### src/rtl/exception_sequencer.sv
// Exception sequencer: captures EPC/cause on overflow or invalid opcode, flushes the
// pipeline, redirects to the handler vector, waits for RFE and resumes at EPC+1.
module exception_sequencer #(
  parameter int              PC_W         = 16,
  parameter int              FLUSH_CYCLES = 2,
  parameter logic [PC_W-1:0] VECTOR_ADDR  = 16'h0040
) (
  input  logic            clk,
  input  logic            rst_n,
  input  logic            exc_en,
  input  logic            ovf_evt,
  input  logic            badop_evt,
  input  logic [PC_W-1:0] ex_pc,
  input  logic [PC_W-1:0] id_pc,
  input  logic            rfe,
  output logic            flush_all,
  output logic            pc_hold,
  output logic            pc_load,
  output logic [PC_W-1:0] pc_load_val,
  output logic [PC_W-1:0] epc,
  output logic [1:0]      cause,
  output logic            exc_busy,
  output logic            double_fault
);

  localparam int CNT_W = 4;

  typedef enum logic [2:0] {
    S_IDLE, S_FLUSH, S_REDIRECT, S_HANDLER, S_RETURN
  } state_t;

  state_t            state, state_nxt;
  logic [CNT_W-1:0]  cnt, cnt_nxt;
  logic [PC_W-1:0]   epc_nxt, load_val_nxt;
  logic [1:0]        cause_nxt;
  logic              df_nxt, evt;

  assign evt = exc_en & (ovf_evt | badop_evt);

  always_comb begin
    state_nxt    = state;
    cnt_nxt      = cnt;
    epc_nxt      = epc;
    cause_nxt    = cause;
    df_nxt       = double_fault;
    load_val_nxt = '0;
    case (state)
      S_IDLE: if (evt) begin
        // overflow belongs to the older (EX) instruction, so it wins
        state_nxt = S_FLUSH;
        cnt_nxt   = CNT_W'(FLUSH_CYCLES - 1);
        epc_nxt   = ovf_evt ? ex_pc : id_pc;
        cause_nxt = ovf_evt ? 2'b01 : 2'b10;
      end
      S_FLUSH: begin
        if (cnt == '0) state_nxt = S_REDIRECT;
        else           cnt_nxt   = cnt - 1'b1;
      end
      S_REDIRECT: state_nxt = S_HANDLER;
      S_HANDLER: begin
        if (evt) df_nxt    = 1'b1;
        if (rfe) state_nxt = S_RETURN;
      end
      S_RETURN: state_nxt = S_IDLE;
      default:  state_nxt = S_IDLE;
    endcase
    if (state_nxt == S_REDIRECT)    load_val_nxt = VECTOR_ADDR;
    else if (state_nxt == S_RETURN) load_val_nxt = epc_nxt + PC_W'(1);
  end

  // Outputs are decoded from the next state so they come straight off flops.
  always_ff @(posedge clk or negedge rst_n) begin
    if (!rst_n) begin
      state        <= S_IDLE;
      cnt          <= '0;
      epc          <= '0;
      cause        <= 2'b00;
      double_fault <= 1'b0;
      flush_all    <= 1'b0;
      pc_hold      <= 1'b0;
      pc_load      <= 1'b0;
      pc_load_val  <= '0;
      exc_busy     <= 1'b0;
    end else begin
      state        <= state_nxt;
      cnt          <= cnt_nxt;
      epc          <= epc_nxt;
      cause        <= cause_nxt;
      double_fault <= df_nxt;
      flush_all    <= (state_nxt == S_FLUSH);
      pc_hold      <= (state_nxt == S_FLUSH);
      pc_load      <= (state_nxt == S_REDIRECT) || (state_nxt == S_RETURN);
      pc_load_val  <= load_val_nxt;
      exc_busy     <= (state_nxt != S_IDLE);
    end
  end

endmodule

### config.mk
export PLATFORM = sky130hd
export DESIGN_NAME = exception_sequencer
export DESIGN_NICKNAME = d
export VERILOG_FILES = /design/src/rtl/exception_sequencer.sv
export SDC_FILE = /design/constraint.sdc
export NUM_CORES = 1
export LEC_CHECK = 0
export ABC_AREA = 1
export CORE_MARGIN = 1
export CORE_UTILIZATION = 42
export DETAILED_ROUTE_END_ITERATION = 10
export PLACE_DENSITY = 0.76
export SETUP_SLACK_MARGIN = 0.02
export SLEW_MARGIN = 40
export SYNTH_ARGS = -nofsm -noshare
export SYNTH_HDL_FRONTEND = slang
export SYNTH_SLANG_ARGS = --single-unit
### constraint.sdc
create_clock -name clk -period 1.7 [get_ports clk]
set_input_delay 0.17 -clock clk [delete_from_list [all_inputs] [get_ports clk]]
set_output_delay 0.17 -clock clk [all_outputs]
set_load 0.1 [all_outputs]
==> results.sh <==
export IMPL_status="finished, violations left"
export IMPL_violations="setup timing"
export IMPL_io_pins=77
export IMPL_finalHoldViolCount=0
export IMPL_synth_cell_types=30
export IMPL_core_area_sq_um=5610
export IMPL_syn_to_final_growth_pct=64.9
export IMPL_synthCells=322
export IMPL_drt_initial_drc_count=149
export IMPL_crit_path_end="pc_load_val[14]"
export IMPL_synth_area_sq_um=2480
export IMPL_p_leak_uw=0.00203
export IMPL_netlist_area_leader_share=0.454
export IMPL_rsz0062_at_grt="true"
export IMPL_ys_ff_latch=45
export IMPL_vdd_ir_drop_max_mv=1.52
export IMPL_first_global_vias=2413
export IMPL_drive_above_1_share=0.418
export IMPL_worst_pin_slew_ns=0.568
export IMPL_r2r_cells=13
export IMPL_cts_made_buffers=5
export IMPL_hpwl_mm=4.92
export IMPL_reg2reg_slack_ns=-0.17
export IMPL_slew_viol_final=0
export IMPL_clock_latency_ns=0.30
export IMPL_wl_mm=7.42
export IMPL_route_met3_wl_um=441
export IMPL_drc=0
export IMPL_fill_cells=414
export IMPL_yosysSeqAreaShare=0.454
export IMPL_wire_per_inst_um=14.2
export IMPL_ant_nets=0
export IMPL_min_path_type="in2reg"
export IMPL_die_area_sq_um=6220
export IMPL_cp_max_fo=4
export IMPL_firstDrtPassIters=4
export IMPL_max_slew_margin_rel=0.621
export IMPL_critical_path_class="reg2reg"
export IMPL_routed_top_layer="met4"
export IMPL_grt_max_degree=46
export IMPL_setup_tns_ns=-1.27
export IMPL_r2r_start="state[2]"
export IMPL_reg2reg_to="pc_load_val[14]"
export IMPL_clock_sinks=45
export IMPL_synth_edf_count=0
export IMPL_grt_pass1_wl_mm=11.1
export IMPL_die_w_um=78.8
export IMPL_fin_worst_skew_ns=0.0100
export IMPL_finalCriticalPeriod_ns=1.87
export IMPL_cts_tree="built"
export IMPL_cp_data_required_time_ns=1.93
export IMPL_clk_pin_slew_worst_paths_ns=0.09
export IMPL_critPathCaptureType="flip-flop"
export IMPL_place_area_sq_um=3640
export IMPL_vias=2571
export IMPL_cts_buffer_depth=2
export IMPL_ys_flop_type="dfrtp_1"
export IMPL_rows=27
export IMPL_drv_cap=0
export IMPL_async_flop_share=1.00
export IMPL_portBuffers=76
export IMPL_fin_util=0.729
export IMPL_m1WireLength_mm=3.03
export IMPL_power_density_nw_per_um2=2040
export IMPL_yosys_top_cells_area="dfrtp_1, nand2_1, nor2_1, inv_1, o21ai_0"
export IMPL_cts_root_buf="clkbuf_8"
export IMPL_setup_ws_ns=-0.173
export IMPL_start_util=0.442
export IMPL_diodes=0
export IMPL_grt_total_usage=0.232
export IMPL_die_height_um=78.8
export IMPL_crit_start="state[2]"
export IMPL_antenna_found_initial=0
export IMPL_setup_violations_final=13
export IMPL_layout_nets=490
export IMPL_synth_top_area_cell="dfrtp_1"
export IMPL_cts_max_level=2
export IMPL_place_gp_congestion=0.862
export IMPL_timing_final_crit_share=1.10
export IMPL_avgSynthCellArea_sq_um=7.70
export IMPL_met2WireLength_mm=3.78
export IMPL_yosysWarnings=0
export IMPL_overflow=0
export IMPL_finalInstanceArea_sq_um=4090
export IMPL_syn_num_nets=363
export IMPL_critPathLaunchType="flip-flop"
export IMPL_viasPerCell=4.93
export IMPL_fmax_mhz=534
export IMPL_crit_arrival_ns=2.10
[per-stage QoR]
step | std cells | power (uW) | hold slack [ns] | setup WS (ns)
floorplan | 322 | 5260 | -0.126 | -0.0249
global placement | 500 | 6880 | 0.285 | -0.489
detailed placement | 500 | 6940 | 0.292 | -0.538
CTS | 518 | 7960 | 0.478 | -0.148
global route | 522 | 8710 | 0.415 | -0.260
finish | 522 | 8340 | 0.409 | -0.173
[final cells by class]
type / instances / area [sq um] / share of cell area
Tap cell: 72 / 90.1 / 0.0220
Timing Repair Buffer: 129 / 1220 / 0.299
Multi-Input combinational cell: 231 / 1370 / 0.334
Clock inverter: 3 / 46.3 / 0.0113
Clock buffer: 5 / 68.8 / 0.0168
Inverter: 37 / 149 / 0.0364
Sequential cell: 45 / 1140 / 0.280
[flip-flops by register name, summed over array words and instances (netlist names)]
signal and cells:
exc_busy 1, pc_load 1, epc 16, state 3
pc_hold 1, pc_load_val 16, cnt 4, cause 2
double_fault 1
[timing repair]
item / CTS / global route
cloned: 1 / 0
hold buffers: 1 / 0
setup endpoints to repair: 14 / 16
pin swaps: 14 / 25
endpoints found under the hold margin: 45 / 0
buffers inserted: 8 / 5
resized for setup: 12 / 50
[power by group]
group,switching [uW],total [uW],internal [uW]
Combinational,3920,5750,1840
Clock,388,828,440
Sequential,308,1760,1450
[logic make-up (layout without fill, tap and decap cells)]
logic type / Yosys count / count (layout) / synth area share
AOI/OAI and AO/OA: 34 / 34 / 0.0812
xor gates and xnor gates: 1 / 1 / 0.00353
adders and majority gates: 3 / 3 / 0.0151
buffers and inverters: 47 / 174 / 0.0938
DFF: 45 / 45 / 0.454
and+or+nand+nor: 192 / 193 / 0.352
[cell usage after synthesis, types with 2 or more instances]
| library cell | number |
|---|---|
| o21bai_1 | 3 |
| nand3_1 | 7 |
| a21oi_1 | 7 |
| nor2_1 | 46 |
| a31oi_1 | 2 |
| buf_6 | 6 |
| ha_1 | 3 |
| o21ai_2 | 2 |
| nor2_2 | 3 |
| inv_1 | 31 |
| o21ai_0 | 18 |
| buf_4 | 2 |
| dfrtp_1 | 45 |
| inv_2 | 5 |
| nor2_4 | 6 |
| or2_2 | 2 |
| nand2_1 | 105 |
| nand2_4 | 2 |
| nand2_2 | 13 |
| nand4_1 | 4 |
[how the worst min path moves through the flow]
stage | slack, ns | depth (start not counted) | start | to
floorplan | -0.13 | 0 | rst_n | cause[0]
global placement | 0.29 | 2 | rst_n | pc_load_val[3]
detailed placement | 0.29 | 2 | rst_n | pc_load_val[3]
CTS | 0.48 | 1 | cnt[3] | cnt[3]
global route | 0.41 | 4 | ovf_evt | double_fault
finish | 0.41 | 4 | ovf_evt | double_fault
[cell usage in the layout, fill, tap and decap left out, drive strengths merged]
master and instances:
o21ai 21, clkinvlp 1, or2 2, xor2 1
dfrtp 45, nand2 121, nand3 9, dlymetal6s2s 1
a31oi 2, bufinv 1, nand4 4, inv 37
clkinv 1, buf 92, a21oi 7, nor4 1
ha 3, nor3 1, o31ai 1, clkdlybuf4s50 35
nor2 55, o21bai 3, dlygate4sd3 1, clkbuf 5
[per-layer routing]
layer  GRT usage  up-vias
met3      0.0460       18
met4      0.0691        0
met2       0.409      113
met5           0        -
met1       0.287     1192
li1            -     1248
[critical path, cell delays in order (launching register included)]
cell and delay (ns):
dfrtp_1 0.43, nor2_4 0.13, nand2_2 0.07, nor2_4 0.13
buf_6 0.13, nand2_4 0.05, nand2_4 0.07, ha_4 0.14
nand3_4 0.11, nor2_4 0.14, nand3_2 0.12, nor2_2 0.13
nor2_1 0.05, nor2_1 0.10
Note: power is estimated with default switching activity, not from simulation.
